File: src/rtl/hazard_ctrl_if.sv
// Signal bundle between the ID-stage hazard controller and the pipeline datapath.
// The datapath side (master) supplies decoded fields; the controller side (slave) returns enables.
interface hazard_ctrl_if #(
    parameter int CNT_WIDTH = 32
);
    logic [4:0]           id_addrRs;
    logic [4:0]           id_addrRt;
    logic                 id_useRs;
    logic                 id_useRt;
    logic                 ex_memRead;
    logic [4:0]           ex_addrRd;
    logic                 ex_muldiv;
    logic                 branch_taken;
    logic                 perf_clear;
    logic                 pc_write;
    logic                 ifid_write;
    logic                 ifid_flush;
    logic                 idex_write;
    logic                 idex_bubble;
    logic                 exmem_bubble;
    logic                 muldiv_start;
    logic [CNT_WIDTH-1:0] stall_cycles;

    modport master (
        output id_addrRs, id_addrRt, id_useRs, id_useRt,
        output ex_memRead, ex_addrRd, ex_muldiv, branch_taken, perf_clear,
        input  pc_write, ifid_write, ifid_flush, idex_write,
        input  idex_bubble, exmem_bubble, muldiv_start, stall_cycles
    );

    modport slave (
        input  id_addrRs, id_addrRt, id_useRs, id_useRt,
        input  ex_memRead, ex_addrRd, ex_muldiv, branch_taken, perf_clear,
        output pc_write, ifid_write, ifid_flush, idex_write,
        output idex_bubble, exmem_bubble, muldiv_start, stall_cycles
    );
endinterface

File: src/rtl/hazard_ctrl.sv
// Pipeline hazard controller: load-use stalls, taken-branch flushes and mul/div EX occupancy,
// plus a saturating count of cycles in which the PC was held.
module hazard_ctrl #(
    parameter int MULDIV_CYCLES = 32,
    parameter int CNT_WIDTH     = 32
) (
    input  logic          clock,
    input  logic          reset,
    hazard_ctrl_if.slave  hz
);
    localparam int CW = $clog2(MULDIV_CYCLES);
    localparam logic [CW-1:0] CNT_INIT = CW'(MULDIV_CYCLES - 2);

    typedef enum logic {
        RUN,
        MD_WAIT
    } state_t;

    state_t               state_q, state_d;
    logic [CW-1:0]        cnt_q, cnt_d;
    logic [CNT_WIDTH-1:0] stall_q, stall_d;

    logic loadUse;
    logic pcWrite, ifidWrite, ifidFlush, idexWrite, idexBubble, exmemBubble, muldivStart;

    // A write to $0 is discarded by the register file, so it can never create a dependency.
    assign loadUse = hz.ex_memRead && (hz.ex_addrRd != 5'd0) &&
                     ((hz.id_useRs && (hz.ex_addrRd == hz.id_addrRs)) ||
                      (hz.id_useRt && (hz.ex_addrRd == hz.id_addrRt)));

    always_comb begin
        pcWrite     = 1'b1;
        ifidWrite   = 1'b1;
        ifidFlush   = 1'b0;
        idexWrite   = 1'b1;
        idexBubble  = 1'b0;
        exmemBubble = 1'b0;
        muldivStart = 1'b0;
        state_d     = state_q;
        cnt_d       = cnt_q;

        case (state_q)
            RUN: begin
                if (hz.ex_muldiv) begin
                    pcWrite     = 1'b0;
                    ifidWrite   = 1'b0;
                    idexWrite   = 1'b0;
                    exmemBubble = 1'b1;
                    muldivStart = 1'b1;
                    state_d     = MD_WAIT;
                    cnt_d       = CNT_INIT;
                end else if (hz.branch_taken) begin
                    ifidFlush  = 1'b1;
                    idexBubble = 1'b1;
                end else if (loadUse) begin
                    pcWrite    = 1'b0;
                    ifidWrite  = 1'b0;
                    idexBubble = 1'b1;
                end
            end
            MD_WAIT: begin
                if (cnt_q != '0) begin
                    pcWrite     = 1'b0;
                    ifidWrite   = 1'b0;
                    idexWrite   = 1'b0;
                    exmemBubble = 1'b1;
                    cnt_d       = cnt_q - CW'(1);
                end else begin
                    // Release cycle: EX/MEM takes the result while ID may still face a load-use stall.
                    if (loadUse) begin
                        pcWrite    = 1'b0;
                        ifidWrite  = 1'b0;
                        idexBubble = 1'b1;
                    end
                    state_d = RUN;
                end
            end
            default: state_d = RUN;
        endcase

        if (!reset) begin
            pcWrite     = 1'b1;
            ifidWrite   = 1'b1;
            ifidFlush   = 1'b0;
            idexWrite   = 1'b1;
            idexBubble  = 1'b0;
            exmemBubble = 1'b0;
            muldivStart = 1'b0;
        end
    end

    always_comb begin
        stall_d = stall_q;
        if (hz.perf_clear) begin
            stall_d = '0;
        end else if (!pcWrite && (stall_q != '1)) begin
            stall_d = stall_q + CNT_WIDTH'(1);
        end
    end

    always_ff @(posedge clock or negedge reset) begin
        if (!reset) begin
            state_q <= RUN;
            cnt_q   <= '0;
            stall_q <= '0;
        end else begin
            state_q <= state_d;
            cnt_q   <= cnt_d;
            stall_q <= stall_d;
        end
    end

    assign hz.pc_write     = pcWrite;
    assign hz.ifid_write   = ifidWrite;
    assign hz.ifid_flush   = ifidFlush;
    assign hz.idex_write   = idexWrite;
    assign hz.idex_bubble  = idexBubble;
    assign hz.exmem_bubble = exmemBubble;
    assign hz.muldiv_start = muldivStart;
    assign hz.stall_cycles = stall_q;
endmodule

File: src/flat_wrapper.sv
// flat-port wrapper written by rule: the top's interface ports become plain ports
module hazard_ctrl_flat 
#(
    parameter int MULDIV_CYCLES = 32,
    parameter int CNT_WIDTH     = 32
)
  (clock, reset, hz_id_addrRs, hz_id_addrRt, hz_id_useRs, hz_id_useRt, hz_ex_memRead, hz_ex_addrRd, hz_ex_muldiv, hz_branch_taken, hz_perf_clear, hz_pc_write, hz_ifid_write, hz_ifid_flush, hz_idex_write, hz_idex_bubble, hz_exmem_bubble, hz_muldiv_start, hz_stall_cycles);
  hazard_ctrl_if #(.CNT_WIDTH(CNT_WIDTH)) hz_i ();
  input  logic clock;
  input  logic reset;
  input wire logic [$bits(hz_i.id_addrRs)-1:0] hz_id_addrRs;
  input wire logic [$bits(hz_i.id_addrRt)-1:0] hz_id_addrRt;
  input wire logic [$bits(hz_i.id_useRs)-1:0] hz_id_useRs;
  input wire logic [$bits(hz_i.id_useRt)-1:0] hz_id_useRt;
  input wire logic [$bits(hz_i.ex_memRead)-1:0] hz_ex_memRead;
  input wire logic [$bits(hz_i.ex_addrRd)-1:0] hz_ex_addrRd;
  input wire logic [$bits(hz_i.ex_muldiv)-1:0] hz_ex_muldiv;
  input wire logic [$bits(hz_i.branch_taken)-1:0] hz_branch_taken;
  input wire logic [$bits(hz_i.perf_clear)-1:0] hz_perf_clear;
  output wire logic [$bits(hz_i.pc_write)-1:0] hz_pc_write;
  output wire logic [$bits(hz_i.ifid_write)-1:0] hz_ifid_write;
  output wire logic [$bits(hz_i.ifid_flush)-1:0] hz_ifid_flush;
  output wire logic [$bits(hz_i.idex_write)-1:0] hz_idex_write;
  output wire logic [$bits(hz_i.idex_bubble)-1:0] hz_idex_bubble;
  output wire logic [$bits(hz_i.exmem_bubble)-1:0] hz_exmem_bubble;
  output wire logic [$bits(hz_i.muldiv_start)-1:0] hz_muldiv_start;
  output wire logic [$bits(hz_i.stall_cycles)-1:0] hz_stall_cycles;
  assign hz_i.id_addrRs = hz_id_addrRs;
  assign hz_i.id_addrRt = hz_id_addrRt;
  assign hz_i.id_useRs = hz_id_useRs;
  assign hz_i.id_useRt = hz_id_useRt;
  assign hz_i.ex_memRead = hz_ex_memRead;
  assign hz_i.ex_addrRd = hz_ex_addrRd;
  assign hz_i.ex_muldiv = hz_ex_muldiv;
  assign hz_i.branch_taken = hz_branch_taken;
  assign hz_i.perf_clear = hz_perf_clear;
  assign hz_pc_write = hz_i.pc_write;
  assign hz_ifid_write = hz_i.ifid_write;
  assign hz_ifid_flush = hz_i.ifid_flush;
  assign hz_idex_write = hz_i.idex_write;
  assign hz_idex_bubble = hz_i.idex_bubble;
  assign hz_exmem_bubble = hz_i.exmem_bubble;
  assign hz_muldiv_start = hz_i.muldiv_start;
  assign hz_stall_cycles = hz_i.stall_cycles;
  hazard_ctrl #(.MULDIV_CYCLES(MULDIV_CYCLES), .CNT_WIDTH(CNT_WIDTH)) u_core (.clock(clock), .reset(reset), .hz(hz_i));
endmodule
File: config.mk
export PLATFORM = sky130hd
export DESIGN_NAME = hazard_ctrl_flat
export DESIGN_NICKNAME = d
export VERILOG_FILES = /design/src/rtl/hazard_ctrl_if.sv /design/src/rtl/hazard_ctrl.sv /design/src/flat_wrapper.sv
export SDC_FILE = /design/constraint.sdc
export NUM_CORES = 1
export LEC_CHECK = 0
export ABC_AREA = 1
export CORE_UTILIZATION = 54
export CTS_BUF_LIST = sky130_fd_sc_hd__clkbuf_4 sky130_fd_sc_hd__clkbuf_8
export CTS_CLUSTER_DIAMETER = 100
export CTS_CLUSTER_SIZE = 10
export DETAILED_ROUTE_END_ITERATION = 16
export PLACE_DENSITY_LB_ADDON = 0.15
export RECOVER_POWER = 100
export SLEW_MARGIN = 20
export SYNTH_ARGS = -nofsm -noshare
export SYNTH_HDL_FRONTEND = slang
export SYNTH_SLANG_ARGS = --single-unit
File: constraint.sdc
create_clock -name clock -period 2.4 [get_ports clock]
set_input_delay 0.24 -clock clock [delete_from_list [all_inputs] [get_ports clock]]
set_output_delay 0.24 -clock clock [all_outputs]
set_load 0.05 [all_outputs]
== Word-level counts from Yosys, hierarchy flattened ==
Index checks and enable logic that the tools add are counted.

* Output and inout bits: 39
* Register bits: 38

* $add $sub $neg: 2
* Mux-type cells: 31
* Bitwise logic cells: 1
* Equality and inequality tests: 5
* Reductions and logical operators: 11

{| class="wikitable"
|+ Operator list
! cell !! count
|-
| 32-bit two-way mux || 2
|-
| 32-bit by 1-bit adder with 32-bit output (second input constant) || 1
|-
| 32-bit != test (second input constant) || 1
|-
| 1-bit two-way mux || 22
|-
| 5-bit == test || 2
|-
| 5-bit two-way mux || 2
|-
| 5-bit case mux with 2 select lines || 1
|-
| 5-bit nonzero test || 2
|-
| 1-bit case mux with 2 select lines || 4
|-
| 1-bit logical AND || 5
|-
| 5-bit by 1-bit subtractor with 5-bit output (second input constant) || 1
|-
| 2-bit != test (second input constant) || 2
|-
| 2-bit AND reduction || 1
|-
| 2-bit nonzero test || 1
|-
| 1-bit zero test || 1
|-
| 1-bit logical OR || 1
|-
| 1-bit NOT || 1
|}

== Logic depth before layout (Yosys ltp) ==
* Depth in word-level cells: 13
* Mapped depth: 12

== Least setup slack after synthesis ==
Ideal clock, no wire load.

* Path kind: register -> output
* Start: register u_core.cnt_q[0]
* End: output port hz_pc_write
* Path buffers: 2
* Path slack: -0.196 ns
* Arrival: 2.356 ns
* Stages on the path, launching flop included: 11
* Cells stage by stage: dfrtp_1 inv_1 ha_1 nand3_1 o21ai_2 nand2_1 nand2_1 nand2_2 buf_2 inv_1 buf_4

* Cells in the longest elaborated chain, start to end: 4

{| class="wikitable"
|+ Ends and longest elaborated chain
! element !! RTL line !! text
|-
| start: declaration || hazard_ctrl.sv:20 || <nowiki>logic [CW-1:0] cnt_q, cnt_d;</nowiki>
|-
| start signal: assignment || hazard_ctrl.sv:108 || <nowiki>cnt_q <= cnt_d;</nowiki>
|-
| 5-bit nonzero test || hazard_ctrl.sv:62 || <nowiki>if (cnt_q != '0) begin</nowiki>
|-
| 1-bit two-way mux || -- ||
|-
| 1-bit case mux with 2 select lines || -- ||
|-
| 1-bit two-way mux || -- ||
|-
| end: declaration || flat_wrapper.sv:20 || <nowiki>output wire logic [$bits(hz_i.pc_write)-1:0] hz_pc_write;</nowiki>
|}

Every way passes these cells.

== Final worst setup path ==
* Start: register u_core.cnt_q[0]
* End: output port hz_pc_write

* Cells in the longest elaborated chain, start to end: 4

{| class="wikitable"
|+ Ends and longest elaborated chain
! element !! RTL line !! text
|-
| 5-bit nonzero test || hazard_ctrl.sv:62 ||
|-
| 1-bit two-way mux || hazard_ctrl.sv:62 ||
|-
| 1-bit case mux with 2 select lines || hazard_ctrl.sv:42 || <nowiki>case (state_q)</nowiki>
|-
| 1-bit two-way mux || hazard_ctrl.sv:81 || <nowiki>if (!reset) begin</nowiki>
|}

Every way passes these cells.

==> results.md <==
- Post-synthesis sequential area ratio: 31.6%
- Max-slew headroom at the worst pin: -40.0%
- Dominant cell type by area after synthesis: dfrtp_1
- DIE WIDTH: 76.6 um
- RSZ-0062 raised after global routing: false
- Clock Skews: 0.00637 ns
- Violated checks: max-capacitance violations, max-slew violations
- Sw frac: 38.9%
- Sw Pwr: 0.000761 W
- Placed wire-length estimate: 6300 um
- Crit path capture type: output port
- Clock power share: 28.8%
- Layout overhead on the synthesized area: 25.6%
- Share of cells above drive strength 1: 5.64%
- Average size of a mapped cell: 6.15 um^2
- Dominant cells by area after synthesis: dfrtp_1, nand2_1, inv_1, nand3_1, nor2_1
- # setup viols final: 0
- Max Freq: 448 MHz
- Vias: 3313
- Synth cell types: 28
- Ant. Diodes: 0
- Logic pwr share: 32.5%
- Initial antenna violation count: 0
- First-pass GRT wire length: 14200 um
- Top cell type's share of synthesized area: 31.6%
- Total congestion overflow: 0
- IO buf count: 61
- Clk slew on worst S/H paths: 0.08 ns
- CTS sink count: 38
- Starting Density: 57.4%
- Total track usage: 30.3%
- Post-CTS sizing: 0
- Int Pwr: 0.00120 W
- Placed Cells: 612
- WL/cell: 13.4 um
- Slew Viols, Final: 39
- Clock Root Buffer: clkbuf_8
- Area of the multi-input gates: 1670 um^2
- HP Class: register to register
- Vias in the first global route: 2986
- Worst-margin pin slew: 2.10 ns
- CTS Buf Count: 5
- WP data required: 2.16 ns
- DR DRC count: 0
- Max-Cap Viols: 1
- Status: complete, but fails checks
- CTS tree: yes
- Number of hold buffers added after cts: 0
- Final hold viol count: 0
- Fin crit period: 2.23 ns
- Worst path arrival time: 1.99 ns
- Syn Inst Count: 489
- Post-Syn Nets: 515
- Fin cells: 620
- Yosys reg bits: 38
- YS warnings: 0
- Core area: 5240 um^2
- Total wire length: 8290 um
- Leakage power: 2.08 nW
- Die area: 5870 um^2
- Postcts setup bufs: 0
- Die Ht: 76.6 um
- CTS max path bufs: 2
- Mapped Area: 3010 um^2
- Largest net degree at the start of global routing: 39
- Filler cell count: 452
- Drt first pass iters: 5
- Launching element type of the critical path: register
- Fin crit share: 93.1%
- FF+latch area: 951 um^2
- Sequential Power Share: 38.7%
- 1st-iter DRT viols: 231
- Vias/cell: 5.34
- Gpl congestion: 0.919
- H-tree levels: 2
- Nets: 575
- Setup TNS: 0 ns
- Io pins: 62
- Crit-path max FO: 5
- Crit Path Class: register to output port
- Worst-skew pair later-pin latency: 0.30 ns
- P per Cell Area: 518 nW/um^2
- Worst vdd ir: 0.000519 V
- Row cnt: 26
- DRT antenna net count: 0
## path summary, 6_finish.rpt
kind	startpoint	to	slack, ns	cells after the start
setup / recovery	u_core.cnt_q[0]	hz_pc_write	0.17	9
setup reg to reg	u_core.cnt_q[0]	u_core.hz.stall_cycles[2]	0.42	10
hold / removal	u_core.cnt_q[4]	u_core.cnt_q[4]	0.54	2
max in group asynchronous	reset	u_core.hz.stall_cycles[3]	0.42	2
hold reg to reg	u_core.cnt_q[4]	u_core.cnt_q[4]	0.54	2
min in group asynchronous	reset	u_core.hz.stall_cycles[10]	0.78	2
## routing by layer
layer,vias up,share of wire (%),global-route usage [%]
met5,-,0,0
met4,0,1.4,8.27
met3,11,5.1,3.71
met2,102,47,51.8
met1,1539,46,40.1
li1,1661,-,-
## worst max-delay path, stage by stage (launching register included)
cell and delay, ns:
dfrtp_1 0.42, inv_1 0.10, ha_1 0.16, nand3_1 0.10, o21ai_2 0.22, nand2_1 0.16
nand2_2 0.12, nand2_2 0.12, clkinvlp_4 0.11, buf_4 0.19
## layout make-up
| cell class | count | area share, % |
|---|---|---|
| clock buffer | 5 | 1.82 |
| multi-input combinational | 357 | 44.2 |
| timing repair buffer | 69 | 17.4 |
| tap | 70 | 2.32 |
| inverter | 78 | 7.86 |
| clock inverter | 3 | 1.19 |
| sequential | 38 | 25.2 |
## state kept, by name, summed over array words and instances, names as in the netlist
register / count
u_core.cnt_q: 5
u_core.hz.stall_cycles: 32
u_core.state_q: 1
## placed cells by master, fill, tap and decap left out, types with 4 or more instances in the layout
master	n
xnor2_1	5
clkdlybuf4s50_1	21
nand3_1	53
xor2_1	10
nand2_1	168
inv_1	75
clkbuf_8	5
dlygate4sd3_1	32
buf_4	8
nand4_1	35
o21ai_0	5
dfrtp_1	38
clkbuf_1	4
nor2_1	61
## power by group through the flow
stage | Sequential [W] | Combinational (W) | Clock [W]
5_1_grt | 0.000769 | 0.000700 | 0.000591
2_1_floorplan | 0.000785 | 0.000440 | 0
6_report | 0.000758 | 0.000636 | 0.000563
3_5_place_dp | 0.000768 | 0.000670 | 0
3_3_place_gp | 0.000767 | 0.000645 | 0
4_1_cts | 0.000757 | 0.000668 | 0.000565
## cell usage after synthesis
| library cell | count |
|---|---|
| nor3_1 | 2 |
| a211oi_1 | 1 |
| o21ai_2 | 1 |
| nand3b_1 | 2 |
| ha_1 | 3 |
| nand2_4 | 1 |
| clkbuf_1 | 3 |
| xor2_1 | 10 |
| buf_2 | 6 |
| o21ai_0 | 5 |
| nor2_2 | 2 |
| nand2_1 | 169 |
| inv_1 | 76 |
| buf_4 | 1 |
| buf_6 | 3 |
| nor2_4 | 1 |
| a31oi_1 | 1 |
| nand4_1 | 35 |
| inv_2 | 2 |
| buf_1 | 3 |
| dfrtp_1 | 38 |
| nand4_4 | 1 |
| nor4_1 | 1 |
| nor2_1 | 61 |
| nand2_2 | 1 |
| nand3_1 | 53 |
| xnor2_1 | 5 |
| a21oi_1 | 2 |
## logic make-up after synthesis
family,synth area share (%)
and+or+nand+nor,48.0
buffers and inverters,12.9
DFF,31.6
xor gates and xnor gates,4.37
AOI/OAI and AO/OA,1.92
adders and majority gates,1.25
## metrics by stage
| stage | setup slack [ns] | util [%] | hold WS [ns] | cell area [um^2] | power (W) |
|---|---|---|---|---|---|
| finish | 0.166 | 72.1 | 0.538 | 3770 | 0.00196 |
| floorplan | 0.0180 | - | -0.0556 | 3010 | 0.00123 |
| global placement | 0.366 | 70.5 | 0.395 | 3690 | 0.00141 |
| CTS | 0.170 | 72.6 | 0.0758 | 3800 | 0.00199 |
| global route | 0.0161 | 72.1 | 0.567 | 3770 | 0.00206 |
| detailed placement | 0.337 | 70.5 | 0.398 | 3690 | 0.00144 |
Power figures use the tool's default switching activity.
